`src/rtl/ysyx_24100006_gpr_scoreboard.sv`:
```
`default_nettype none
// ============================================================================
// Module   : ysyx_24100006_gpr_scoreboard
// Brief    : Read-after-write hazard controller for the GPR file. Keeps a
//            pending-write counter per architectural register; issue in ID
//            increments it, retire in WB decrements it. ID is stalled while
//            a source it reads, or a saturated destination, is outstanding.
// Revision : 1.0  initial release
// ============================================================================
module ysyx_24100006_gpr_scoreboard #(
    parameter int ADDR_WIDTH = 4,
    parameter int CNT_W      = 2
) (
    input  logic                         clk,
    input  logic                         rst_n,
    input  logic                         id_valid,
    input  logic [ADDR_WIDTH-1:0]        id_rs1,
    input  logic [ADDR_WIDTH-1:0]        id_rs2,
    input  logic                         id_use_rs1,
    input  logic                         id_use_rs2,
    input  logic [ADDR_WIDTH-1:0]        id_rd,
    input  logic                         id_rd_wen,
    output logic                         id_stall,
    input  logic                         wb_valid,
    input  logic [ADDR_WIDTH-1:0]        wb_rd,
    input  logic                         wb_wen,
    input  logic                         flush,
    output logic [(2**ADDR_WIDTH)-1:0]   busy_mask,
    output logic                         sb_err
);

    localparam int              c_nreg    = 2 ** ADDR_WIDTH;
    localparam logic [CNT_W-1:0] c_cnt_max = '1;

    logic [CNT_W-1:0]  r_cnt [c_nreg];
    logic [c_nreg-1:0] r_busy;
    logic              r_err;

    logic [CNT_W-1:0]  w_cnt_nxt [c_nreg];
    logic [c_nreg-1:0] w_busy_nxt;
    logic [c_nreg-1:0] w_inc_oh;
    logic [c_nreg-1:0] w_dec_oh;
    logic              w_h1;
    logic              w_h2;
    logic              w_hs;
    logic              w_issue;
    logic              w_retire;
    logic              w_err;

    // Hazard detection looks only at registered counts: a write retiring this
    // cycle lands in the GPR at the edge, so its data is usable next cycle.
    assign w_h1     = id_use_rs1 & (id_rs1 != '0) & (r_cnt[id_rs1] != '0);
    assign w_h2     = id_use_rs2 & (id_rs2 != '0) & (r_cnt[id_rs2] != '0);
    assign w_hs     = id_rd_wen  & (id_rd  != '0) & (r_cnt[id_rd] == c_cnt_max);
    assign id_stall = id_valid & (w_h1 | w_h2 | w_hs) & ~flush;

    assign w_issue  = id_valid & ~id_stall & ~flush & id_rd_wen & (id_rd != '0);
    assign w_retire = wb_valid & wb_wen & (wb_rd != '0) & ~flush;

    // Retiring a register with nothing outstanding is a pipeline protocol bug.
    assign w_err    = w_retire & (r_cnt[wb_rd] == '0);

    // One-hot increment/decrement selects per register.
    assign w_inc_oh = {{(c_nreg-1){1'b0}}, w_issue}  << id_rd;
    assign w_dec_oh = {{(c_nreg-1){1'b0}}, w_retire} << wb_rd;

    // Next counter values; same-index issue+retire cancel, flush wins over all.
    always_comb begin
        w_busy_nxt = '0;
        for (int i = 0; i < c_nreg; i++) begin
            w_cnt_nxt[i] = r_cnt[i];
            if (flush) begin
                w_cnt_nxt[i] = '0;
            end else if (w_inc_oh[i] && !w_dec_oh[i]) begin
                w_cnt_nxt[i] = r_cnt[i] + CNT_W'(1);
            end else if (w_dec_oh[i] && !w_inc_oh[i] && (r_cnt[i] != '0)) begin
                w_cnt_nxt[i] = r_cnt[i] - CNT_W'(1);
            end
        end
        // x0 is hardwired to zero and never tracked.
        w_cnt_nxt[0] = '0;
        for (int i = 0; i < c_nreg; i++) begin
            w_busy_nxt[i] = (w_cnt_nxt[i] != '0);
        end
    end

    // Counter, busy mask and sticky error registers.
    always_ff @(posedge clk or negedge rst_n) begin
        if (!rst_n) begin
            for (int i = 0; i < c_nreg; i++) begin
                r_cnt[i] <= '0;
            end
            r_busy <= '0;
            r_err  <= 1'b0;
        end else begin
            for (int i = 0; i < c_nreg; i++) begin
                r_cnt[i] <= w_cnt_nxt[i];
            end
            r_busy <= w_busy_nxt;
            if (w_err) begin
                r_err <= 1'b1;
            end
        end
    end

    assign busy_mask = r_busy;
    assign sb_err    = r_err;

endmodule
`default_nettype wire

```
`config.mk`:
```
export PLATFORM = sky130hd
export DESIGN_NAME = ysyx_24100006_gpr_scoreboard
export DESIGN_NICKNAME = d
export VERILOG_FILES = /design/src/rtl/ysyx_24100006_gpr_scoreboard.sv
export SDC_FILE = /design/constraint.sdc
export NUM_CORES = 1
export LEC_CHECK = 0
export ABC_AREA = 1
export CORE_MARGIN = 2
export CORE_UTILIZATION = 42
export DETAILED_ROUTE_END_ITERATION = 8
export DONT_BUFFER_PORTS = 1
export GPL_ROUTABILITY_DRIVEN = 0
export PLACE_DENSITY = 0.55
export SLEW_MARGIN = 20
export SYNTH_ARGS = -nofsm -noshare
export SYNTH_HDL_FRONTEND = slang
export SYNTH_SLANG_ARGS = --single-unit
```
`constraint.sdc`:
```
create_clock -name clk -period 1.8 [get_ports clk]
set_input_delay 0.18 -clock clk [delete_from_list [all_inputs] [get_ports clk]]
set_output_delay 0.18 -clock clk [all_outputs]
set_load 0.02 [all_outputs]
```
==> qor.txt <==
First-pass GRT wire length: 20.7 mm
Pwr dens: 405 nW/um2
Die X-Extent: 99.6 um
Reg area: 1150 um2
CTS Buffer Depth: 2
Global route overflow: 0
CP startpoint kind: flop
Fmax: 450 MHz
Worst-path clk slew: 0.10 ns
Final period utilization: 123%
Hold slack: 0.207 ns
Post-synth top cells: nand2_1, inv_1, nand3_1, nor2_1, dfrtp_1
CTS H-Tree Depth: 2
WP data arrival: 2.41 ns
Setup crit end kind: flop
Gr usage total: 26.4%
Max Cap Viol: 0
Layout cell share with drive strength beyond 1: 27.6%
Root buffer cell: clkbuf_8
Failing checks: setup timing
Hold path endpoint: r_cnt[15]
Per-cell routed wire length: 15.5 um
Io pins: 43
Core Box Area: 8810 um2
Share of Yosys cell area claimed by the top area cell type: 30.0%
DR vias: 4308
Total chip power: 2.11 mW
RSZ-0062 raised after global routing: true
Drt drc: 0
Worst hold start: id_rd[2]
Clock Skews: 0.0128 ns
Multi-input logic area: 2560 um2
Clk_lat worst skew: 0.31 ns
Leakage: 2.79 nW
Status: finished with violations
Cell Area, Placed: 4520 um2
Hold path depth: 5
Largest net degree at the start of global routing: 47
Detailed Route Iter0 Violations: 261
Most frequent cell after synthesis: nand2_1
Final WS setup: -0.422 ns
Vias in the first global route: 4212
Final setup viols: 46
Cells taking the most area after synthesis: dfrtp_1, nand2_1, inv_1
Hpwl dp: 9.81 mm
Synth Flop Type: dfrtp_1
Reg2reg path depth: 16
WP data required: 1.99 ns
Slowest CP cell: dfrtp_1
Number of buffers added on ports: 0
Unique cell type count in the Yosys netlist: 28
Total routed wirelength: 12.7 mm
Avg Vias per Cell: 5.25
Final ANT Viol Nets: 0
Peak VDD IR: 0.000242 V
TritonCTS Buffers: 5
Worst-path fanout max: 8
Clk sinks: 46
Synth Cell Area: 3840 um2
Fin area: 5220 um2
Die height: 99.6 um
Crit path cell chain: buf_6 > nand2_2 > nor2_1 > nor2_1 > nand2_1 > nand2_1 > nand3_2 > nor2_4 > buf_6 > nand4_4 > inv_8 > nand3_2 > nand2_1 > nand2_1 > nand3_1 > nand2_1
Post-synth EDFFs: 0
Worst Hold Class: input port to flop
#FFs+latches synth: 46
Initial Util: 43.6%
ANT cells: 0
CTS tree: built
R2R Path End: busy_mask[5]
Mapped Avg Cell Area: 6.09 um2
CP peak stage delay: 0.43 ns
DP Cell Count: 801
Die area: 9930 um2
Worst R2R Start: r_cnt[5]
Layout fillers: 828
Nets: 752
Final hold violation count: 0
Std-Cell Rows: 34
Final Non-Filler Cells: 821
DRT Pass-1 Iters: 5
Area growth syn-to-layout: 35.9%
Post-synth ARST share: 100%
Critical path class: flop to flop
Post-Syn Instances: 631
Mapped Nets: 671
Cell mode on critical path: nand2_1
Final Slew Violations: 0
Yosys top cell by area: dfrtp_1
Yosys synthesis warning count: 0
Flop-to-flop setup slack: -0.42 ns
Initial antenna violation count: 0
Post-layout min period: 2.22 ns
Register area share after synthesis: 30.0%
==> state kept, by name, indices dropped and copies added, names as in the netlist <==
name,count
r_cnt,30
busy_mask,15
sb_err,1
==> metrics by stage <==
step / util [%] / TNS (ns) / setup slack, ns
floorplan: - / -0.759 / -0.0491
detailed placement: 51.3 / -23.35 / -0.609
global route: 59.3 / -21.94 / -0.537
CTS: 56.0 / -15.28 / -0.369
global placement: 51.3 / -21.21 / -0.559
finish: 59.3 / -15.87 / -0.422
==> how the worst max path moves through the flow <==
| stage | from | endpoint | slack (ns) | depth (start not counted) |
|---|---|---|---|---|
| after floorplan | r_cnt[10] | busy_mask[2] | -0.05 | 16 |
| after global placement | r_cnt[24] | busy_mask[13] | -0.56 | 14 |
| after detailed placement | r_cnt[24] | busy_mask[9] | -0.61 | 14 |
| after CTS | r_cnt[4] | busy_mask[4] | -0.37 | 16 |
| after global routing | r_cnt[4] | busy_mask[10] | -0.54 | 15 |
| final | r_cnt[5] | busy_mask[5] | -0.42 | 16 |
==> timing repair <==
| action | CTS | global route |
|---|---|---|
| setup buffers | 7 | 3 |
| setup endpoints to repair | 46 | 46 |
| gates cloned | 0 | 0 |
| hold buffers | 2 | 0 |
| endpoints found under the hold margin | 46 | 0 |
| pin swaps | 37 | 26 |
| resized for setup | 58 | 71 |
==> routing by layer <==
metal / up-vias / wire length (um) / GRT usage, %
li1: 2137 / - / -
met1: 2023 / 5550 / 34.2
met2: 128 / 6140 / 45.1
met3: 20 / 837 / 5.20
met4: 0 / 222 / 6.95
met5: - / 0 / 0
==> layout by cell type, fill, tap and decap left out, drive strengths merged <==
cell / n
ha: 15
o21a: 1
nand3: 99
nand4: 28
conb: 1
inv: 149
a22oi: 1
o22ai: 3
dfrtp: 46
a21oi: 12
dlygate4sd3: 1
o221ai: 2
o21bai: 15
nand2: 152
a31o: 1
or2: 3
buf: 82
o21ai: 9
clkinv: 2
o2111ai: 1
clkbuf: 7
nor2: 83
==> power by group <==
group / internal, mW / switching, mW
logic: 0.132 / 0.244
registers: 1.04 / 0.0143
clock network: 0.311 / 0.368
total: 1.49 / 0.626
==> critical path: cells and delay by family (launching register included) <==
kind	cells	cell delay (ns)
buffers and inverters	3	0.46
flip-flops	1	0.43
AND/OR/NAND/NOR	13	1.22
==> layout make-up <==
| class | instances | area share, % |
|---|---|---|
| clock buffer | 7 | 1.65 |
| tap | 108 | 2.59 |
| clock inverter | 1 | 0.0959 |
| timing repair buffer | 83 | 13.4 |
| sequential | 46 | 22.1 |
| inverter | 150 | 11.1 |
| multi-input combinational | 426 | 49.1 |
==> cell families (layout without fill, tap and decap cells) <==
family | Yosys count | in the layout | share of synthesized area [%]
fa+ha+maj | 15 | 15 | 4.89
buf+inv | 159 | 241 | 15.7
compound gates | 45 | 45 | 7.56
simple gates | 365 | 365 | 41.8
other cells | 1 | 1 | 0.0976
flops | 46 | 46 | 30.0
Note: power is estimated with default switching activity, not from simulation.
